<file path="config.mk">
export PLATFORM = sky130hd
export DESIGN_NAME = uart_rx
export DESIGN_NICKNAME = d
export VERILOG_FILES = /design/src/rtl/uart_rx_pkg.sv /design/src/rtl/edge_bit_counter.sv /design/src/rtl/uart_rx.sv
export SDC_FILE = /design/constraint.sdc
export NUM_CORES = 1
export LEC_CHECK = 0
export CORE_MARGIN = 2
export CORE_UTILIZATION = 45
export CTS_CLUSTER_DIAMETER = 50
export CTS_CLUSTER_SIZE = 28
export DETAILED_ROUTE_END_ITERATION = 8
export PLACE_DENSITY_LB_ADDON = 0.05
export SYNTH_ARGS = -nofsm -noshare
export SYNTH_HDL_FRONTEND = slang
export SYNTH_HIERARCHICAL = 1
export SYNTH_SLANG_ARGS = --single-unit
</file>
<file path="constraint.sdc">
create_clock -name CLK -period 5.45 [get_ports CLK]
set_input_delay 0.545 -clock CLK [delete_from_list [all_inputs] [get_ports CLK]]
set_output_delay 0.545 -clock CLK [all_outputs]
set_load 0.05 [all_outputs]
</file>
<file path="src/rtl/uart_rx_pkg.sv">
// Shared types and constants for the UART receiver.
// Holds the FSM state encoding, the sample-point offsets around the bit
// midpoint, and the 2-of-3 vote used when UART_RX_MAJORITY_EN is defined.
package uart_rx_pkg;

  typedef enum logic [2:0] {
    IDLE,
    START,
    DATA,
    PARITY,
    STOP
  } rx_state_e;

  // Early sample sits this many edges before the bit midpoint.
  localparam logic [5:0] SMP_EARLY_OFS = 6'd1;
  // Late sample / commit point sits this many edges after the midpoint.
  localparam logic [5:0] SMP_LATE_OFS  = 6'd1;

  function automatic logic maj3(input logic a, input logic b, input logic c);
    return (a & b) | (a & c) | (b & c);
  endfunction

endpackage

</file>
<file path="src/rtl/edge_bit_counter.sv">
// Oversampling edge counter plus bit index for the UART receiver.
// edge_cnt runs 0..prescale-1 inside a bit; on wrap the bit index advances.
// Both clear on restart (new frame) and are held at zero while not running.
module edge_bit_counter #(
  parameter int BCW = 4
) (
  input  logic           gclk,
  input  logic           grst,
  input  logic           restart,
  input  logic           run,
  input  logic [5:0]     prescale,
  output logic [5:0]     edge_cnt,
  output logic [BCW-1:0] bit_cnt,
  output logic           last_edge
);

  assign last_edge = (edge_cnt == prescale - 6'd1);

  // Edge count within a bit, bit index within the frame.
  always_ff @(posedge gclk) begin
    if (grst || restart || !run) begin
      edge_cnt <= '0;
      bit_cnt  <= '0;
    end else if (last_edge) begin
      edge_cnt <= '0;
      bit_cnt  <= bit_cnt + BCW'(1);
    end else begin
      edge_cnt <= edge_cnt + 6'd1;
    end
  end

endmodule

</file>
<file path="src/rtl/uart_rx.sv">
// UART receiver: start/data/parity/stop framing with per-frame latched
// prescale and parity settings, one-cycle result pulses.
// Optional build macro UART_RX_MAJORITY_EN: each bit is the 2-of-3 vote of
// samples around the midpoint instead of the single midpoint sample.
module uart_rx
  import uart_rx_pkg::*;
#(
  parameter int data_width = 3
) (
  input  logic                       CLK,
  input  logic                       RST,
  input  logic                       RX_IN,
  input  logic                       PAR_EN,
  input  logic                       PAR_TYP,
  input  logic [5:0]                 Prescale,
  output logic [2**data_width-1:0]   P_DATA,
  output logic                       data_valid,
  output logic                       par_err,
  output logic                       stp_err
);

  localparam int NBITS = 2 ** data_width;
  // Bit index covers start + data + parity + stop.
  localparam int BCW   = $clog2(NBITS + 4);

  rx_state_e        state, next_state;
  logic [5:0]       presc_q;
  logic             par_en_q, par_typ_q;
  logic [5:0]       edge_cnt;
  logic [BCW-1:0]   bit_cnt;
  logic             last_edge;
  logic             start_frame;
  logic             active;
  logic [5:0]       mid_pt, commit_pt;
  logic             smp_mid, commit_bit, bit_val, par_bad;
  logic [NBITS-1:0] shreg;
  logic             dv_n, pe_n, se_n;

  assign active    = (state != IDLE);
  assign mid_pt    = {1'b0, presc_q[5:1]};
  assign commit_pt = mid_pt + SMP_LATE_OFS;

  edge_bit_counter #(.BCW(BCW)) u_cnt (
    .gclk      (CLK),
    .grst      (RST),
    .restart   (start_frame),
    .run       (active),
    .prescale  (presc_q),
    .edge_cnt  (edge_cnt),
    .bit_cnt   (bit_cnt),
    .last_edge (last_edge)
  );

`ifdef UART_RX_MAJORITY_EN
  logic [5:0] early_pt;
  logic       smp_early;
  assign early_pt = mid_pt - SMP_EARLY_OFS;

  // Capture the early vote sample one edge before the midpoint.
  always_ff @(posedge CLK) begin
    if (RST)                                smp_early <= 1'b0;
    else if (active && edge_cnt == early_pt) smp_early <= RX_IN;
  end

  // Third vote is the live line value at the commit edge.
  assign commit_bit = maj3(smp_early, smp_mid, RX_IN);
`else
  assign commit_bit = smp_mid;
`endif

  // FSM state register.
  always_ff @(posedge CLK) begin
    if (RST) state <= IDLE;
    else     state <= next_state;
  end

  // Next state, frame-start strobe and result pulses; all decisions at bit end.
  always_comb begin
    next_state  = state;
    start_frame = 1'b0;
    dv_n        = 1'b0;
    pe_n        = 1'b0;
    se_n        = 1'b0;
    unique case (state)
      IDLE: begin
        if (!RX_IN) begin
          next_state  = START;
          start_frame = 1'b1;
        end
      end
      START: begin
        // A start bit that reads high was a glitch.
        if (last_edge) next_state = bit_val ? IDLE : DATA;
      end
      DATA: begin
        if (last_edge && bit_cnt == BCW'(NBITS))
          next_state = par_en_q ? PARITY : STOP;
      end
      PARITY: begin
        if (last_edge) next_state = STOP;
      end
      STOP: begin
        if (last_edge) begin
          if (!bit_val)     se_n = 1'b1;
          else if (par_bad) pe_n = 1'b1;
          else              dv_n = 1'b1;
          // Line already low: next start bit begins right now.
          if (!RX_IN) begin
            next_state  = START;
            start_frame = 1'b1;
          end else begin
            next_state  = IDLE;
          end
        end
      end
      default: next_state = IDLE;
    endcase
  end

  // Config latch, sampler, deserializer, parity check and output registers.
  always_ff @(posedge CLK) begin
    if (RST) begin
      presc_q    <= '0;
      par_en_q   <= 1'b0;
      par_typ_q  <= 1'b0;
      smp_mid    <= 1'b0;
      bit_val    <= 1'b0;
      par_bad    <= 1'b0;
      shreg      <= '0;
      P_DATA     <= '0;
      data_valid <= 1'b0;
      par_err    <= 1'b0;
      stp_err    <= 1'b0;
    end else begin
      if (start_frame) begin
        presc_q   <= Prescale;
        par_en_q  <= PAR_EN;
        par_typ_q <= PAR_TYP;
        par_bad   <= 1'b0;
      end
      if (active && edge_cnt == mid_pt) smp_mid <= RX_IN;
      if (active && edge_cnt == commit_pt) begin
        bit_val <= commit_bit;
        if (state == DATA)   shreg   <= {commit_bit, shreg[NBITS-1:1]};
        if (state == PARITY) par_bad <= (commit_bit != ((^shreg) ^ par_typ_q));
      end
      if (dv_n) P_DATA <= shreg;
      data_valid <= dv_n;
      par_err    <= pe_n;
      stp_err    <= se_n;
    end
  end

endmodule
</file>
==> flow_summary.toml <==
[pwr]
p_per_area_mw_per_mm2 = 345.5
p_switching_w = 0.0002936
p_int_w = 0.0005757
seq_power_share_pct = 44.1
swShare_pct = 33.78
leakagePower_nw = 0.9561
ir_drop_mv = 0.2133
pwr-share-comb_pct = 27.2
pwr-share-clk_pct = 28.8

[floorplanning]
core_area_sq_mm = 0.004661
rows = 25
dieArea_sq_mm = 0.005366
io_pins = 22
dieHeight_um = 73.26
start_util_pct = 46.31
fp.dieW_um = 73.26

[final_layout]
drive_above_1_share_pct = 6.642
antenna_cells = 0
final_cell_mix = "dfxtp_1, nand2_1, a21oi_1, clkdlybuf4s50_1, nor2_1"
n_fill_cell = 439
final_common_cell = "dfxtp_1"
fin_nets = 285
syn_to_final_growth_pct = 16.58

[worst_setup_path]
crit_buf_inv = 2
slowest_stage = "dfxtp_1"
regToRegEndpoint = "u_cnt/bit_cnt[0]$_SDFFE_PP0N_"
cp_top_family = "simple AND/OR/NAND/NOR gates"
cp_cell_sequence = "inv_1, ha_1, nand2b_1, a21oi_1, o31a_1, nor2_2, o21ai_2, clkinv_1, nor2_1, nand2_1, nor4_1, o21bai_1"
crit_arrival_ns = 3.41
startpoint = "presc_q[1]$_SDFFE_PP0P_"
worstSetupPathType = "flip-flop to flip-flop"
cp_slowest_stage_delay_ns = 0.49
endpoint_kind = "flip-flop"
r2r_cells = 12
cp_max_fo = 16
cp.required_ns = 5.69
worstSetupPathDepth = 12
r2r_slack_ns = 2.27
start_kind = "flip-flop"
r2r_start = "presc_q[1]$_SDFFE_PP0P_"

[min_path]
hold_path.class = "flip-flop to flip-flop"
min_path_cells = 2
worstHoldEndpoint = "par_typ_q$_SDFFE_PP0P_"
worstHoldStart = "par_typ_q$_SDFFE_PP0P_"

[clock_network]
clk_latency_ns = 0.30
post-cts-setup-buffer-count = 0
htree_num_levels = 2
clock_sinks = 43
cts.reportedPaths.clkPinSlew_ns = 0.09
ctsHoldBuffers = 0
cts_buffers = 5
clk_path_buf_depth = 2
cts_root_buf = "clkbuf_8"
cts-resized-gates = 0
cts_tree = "built"

[synth]
postSynthCellCount = 249
synthArstFlopShare_pct = 0
synth_edf_count = 0
synth_cell_types = 46
synth_area_sq_mm = 0.002158
synthFlopType = "dfxtp_1"
synthTopCellsByArea = "dfxtp_1, xnor2_1, a21oi_1"
synth_nets = 264
synth_area_leader_cell = "dfxtp_1"
synth_warnings = 6
synth_top_area_share_pct = 39.88
ys_seq_elements = 43
yosysSeqAreaShare_pct = 39.88
syn_area_per_cell_sq_um = 8.668

[drt]
antenna_left = 0
num_vias = 1743
via_per_inst = 5.363
dr.pass1.iters = 4
drt_iter0_markers = 66
route.detailed.drc = 0
routed_wl_mm = 4.327
wire_per_inst_um = 13.31

[grt]
grt_pass1_vias = 1566
grt_start_max_net_pins = 34
grt_pass1_wl_mm = 7.314
antenna_found_initial = 0
grt_overflow = 0
grt.total_usage_pct = 17.65

[sta]
clock.fmax_mhz = 314.7
post-route-period-util_pct = 58.30
maxSlewViolCount = 0
hold_violations = 0
hold_ws_ns = 0.4767
setup_tns_ns = 0
slew_headroom_pct = 47.16
rsz0062_at_grt = "no"
min_period_ns = 3.178
setup_viol = 0
fin_skew_ns = 0.009912
tightest_slew_ns = 0.7860

[run]
max_cap_violations = 0

[place]
dp.final_hpwl_mm = 2.966
gp_congestion = 0.7308
portBuffers = 21

[status]
status = "finished clean"
## power groups by stage
stage	logic [W]	clock network (W)	registers, W
floorplan	0.000207	0	0.000369
global placement	0.000233	0	0.000391
detailed placement	0.000235	0	0.000389
CTS	0.000238	0.000257	0.000382
global route	0.000267	0.000266	0.000389
finish	0.000236	0.000250	0.000383
## stage by stage
step | setup WS [ns] | cell area, sq um | total power, W | instances | utilization (%)
finish | 2.272 | 2516 | 0.0008693 | 325 | 53.99
global route | 1.994 | 2516 | 0.0009223 | 325 | 53.99
CTS | 2.318 | 2516 | 0.0008776 | 325 | 53.99
detailed placement | 2.351 | 2404 | 0.0006245 | 317 | 51.57
global placement | 2.464 | 2404 | 0.0006246 | 317 | 51.57
floorplan | 2.835 | 2158 | 0.0005761 | 249 | -
## Yosys cell counts, drive strengths merged, types with 3 or more instances
library cell,n
clkbuf,4
mux2i,10
nor3b,3
nand2,25
nor2,21
ha,4
xor2,9
nor3,8
or3,3
and3,3
buf,4
nand4b,3
dfxtp,43
o21ai,14
xnor2,19
nor4,4
inv,8
a21oi,22
nand3,17
nand2b,3
## worst max path at each step
stage / to / slack (ns)
floorplan: u_cnt/bit_cnt[2]$_SDFFE_PP0N_ / 2.84
global placement: u_cnt/bit_cnt[2]$_SDFFE_PP0N_ / 2.46
detailed placement: u_cnt/bit_cnt[2]$_SDFFE_PP0N_ / 2.35
CTS: u_cnt/bit_cnt[0]$_SDFFE_PP0N_ / 2.32
global route: u_cnt/bit_cnt[0]$_SDFFE_PP0N_ / 1.99
finish: u_cnt/bit_cnt[0]$_SDFFE_PP0N_ / 2.27
## worst min-delay path, stage by stage, from the launching register on
cell and delay [ns]:
dfxtp_1 0.33, nand2_1 0.06, a21oi_1 0.05
## sequential cells by signal (all words and copies together), names as in the netlist, 3 cells and up
| signal | flops |
|---|---|
| P_DATA | 8 |
| state | 3 |
| u_cnt/bit_cnt | 4 |
| presc_q | 6 |
| shreg | 8 |
| u_cnt/edge_cnt | 6 |
## final cells by class
class                      instances  area, sq um  area share (%)
clock buffer                       5        68.82           2.735
sequential                        43        860.8           34.21
inverter                           9        33.78           1.343
multi-input combinational        189         1224           48.63
timing repair buffer              22        217.7           8.652
tap                               54        67.56           2.685
clock inverter                     3        43.79           1.740
## layer usage
| metal | wire [um] | up-vias | global-route usage (%) |
|---|---|---|---|
| met5 | 0 | - | 0 |
| met2 | 1851 | 24 | 26.53 |
| met3 | 138 | 5 | 3.704 |
| li1 | - | 914 | - |
| met1 | 2272 | 800 | 25.04 |
| met4 | 65 | 0 | 6.173 |
## logic make-up after synthesis
logic type / after synthesis / share of synthesized area [%]
AO/OA/AOI/OAI: 47 / 12.93
adder cells (fa/ha/maj): 4 / 2.319
AND/OR/NAND/NOR: 100 / 25.10
multiplexers: 10 / 4.638
flip-flops: 43 / 39.88
XOR/XNOR: 28 / 11.71
buffers and inverters: 17 / 3.420
Power figures use the tool's default switching activity.
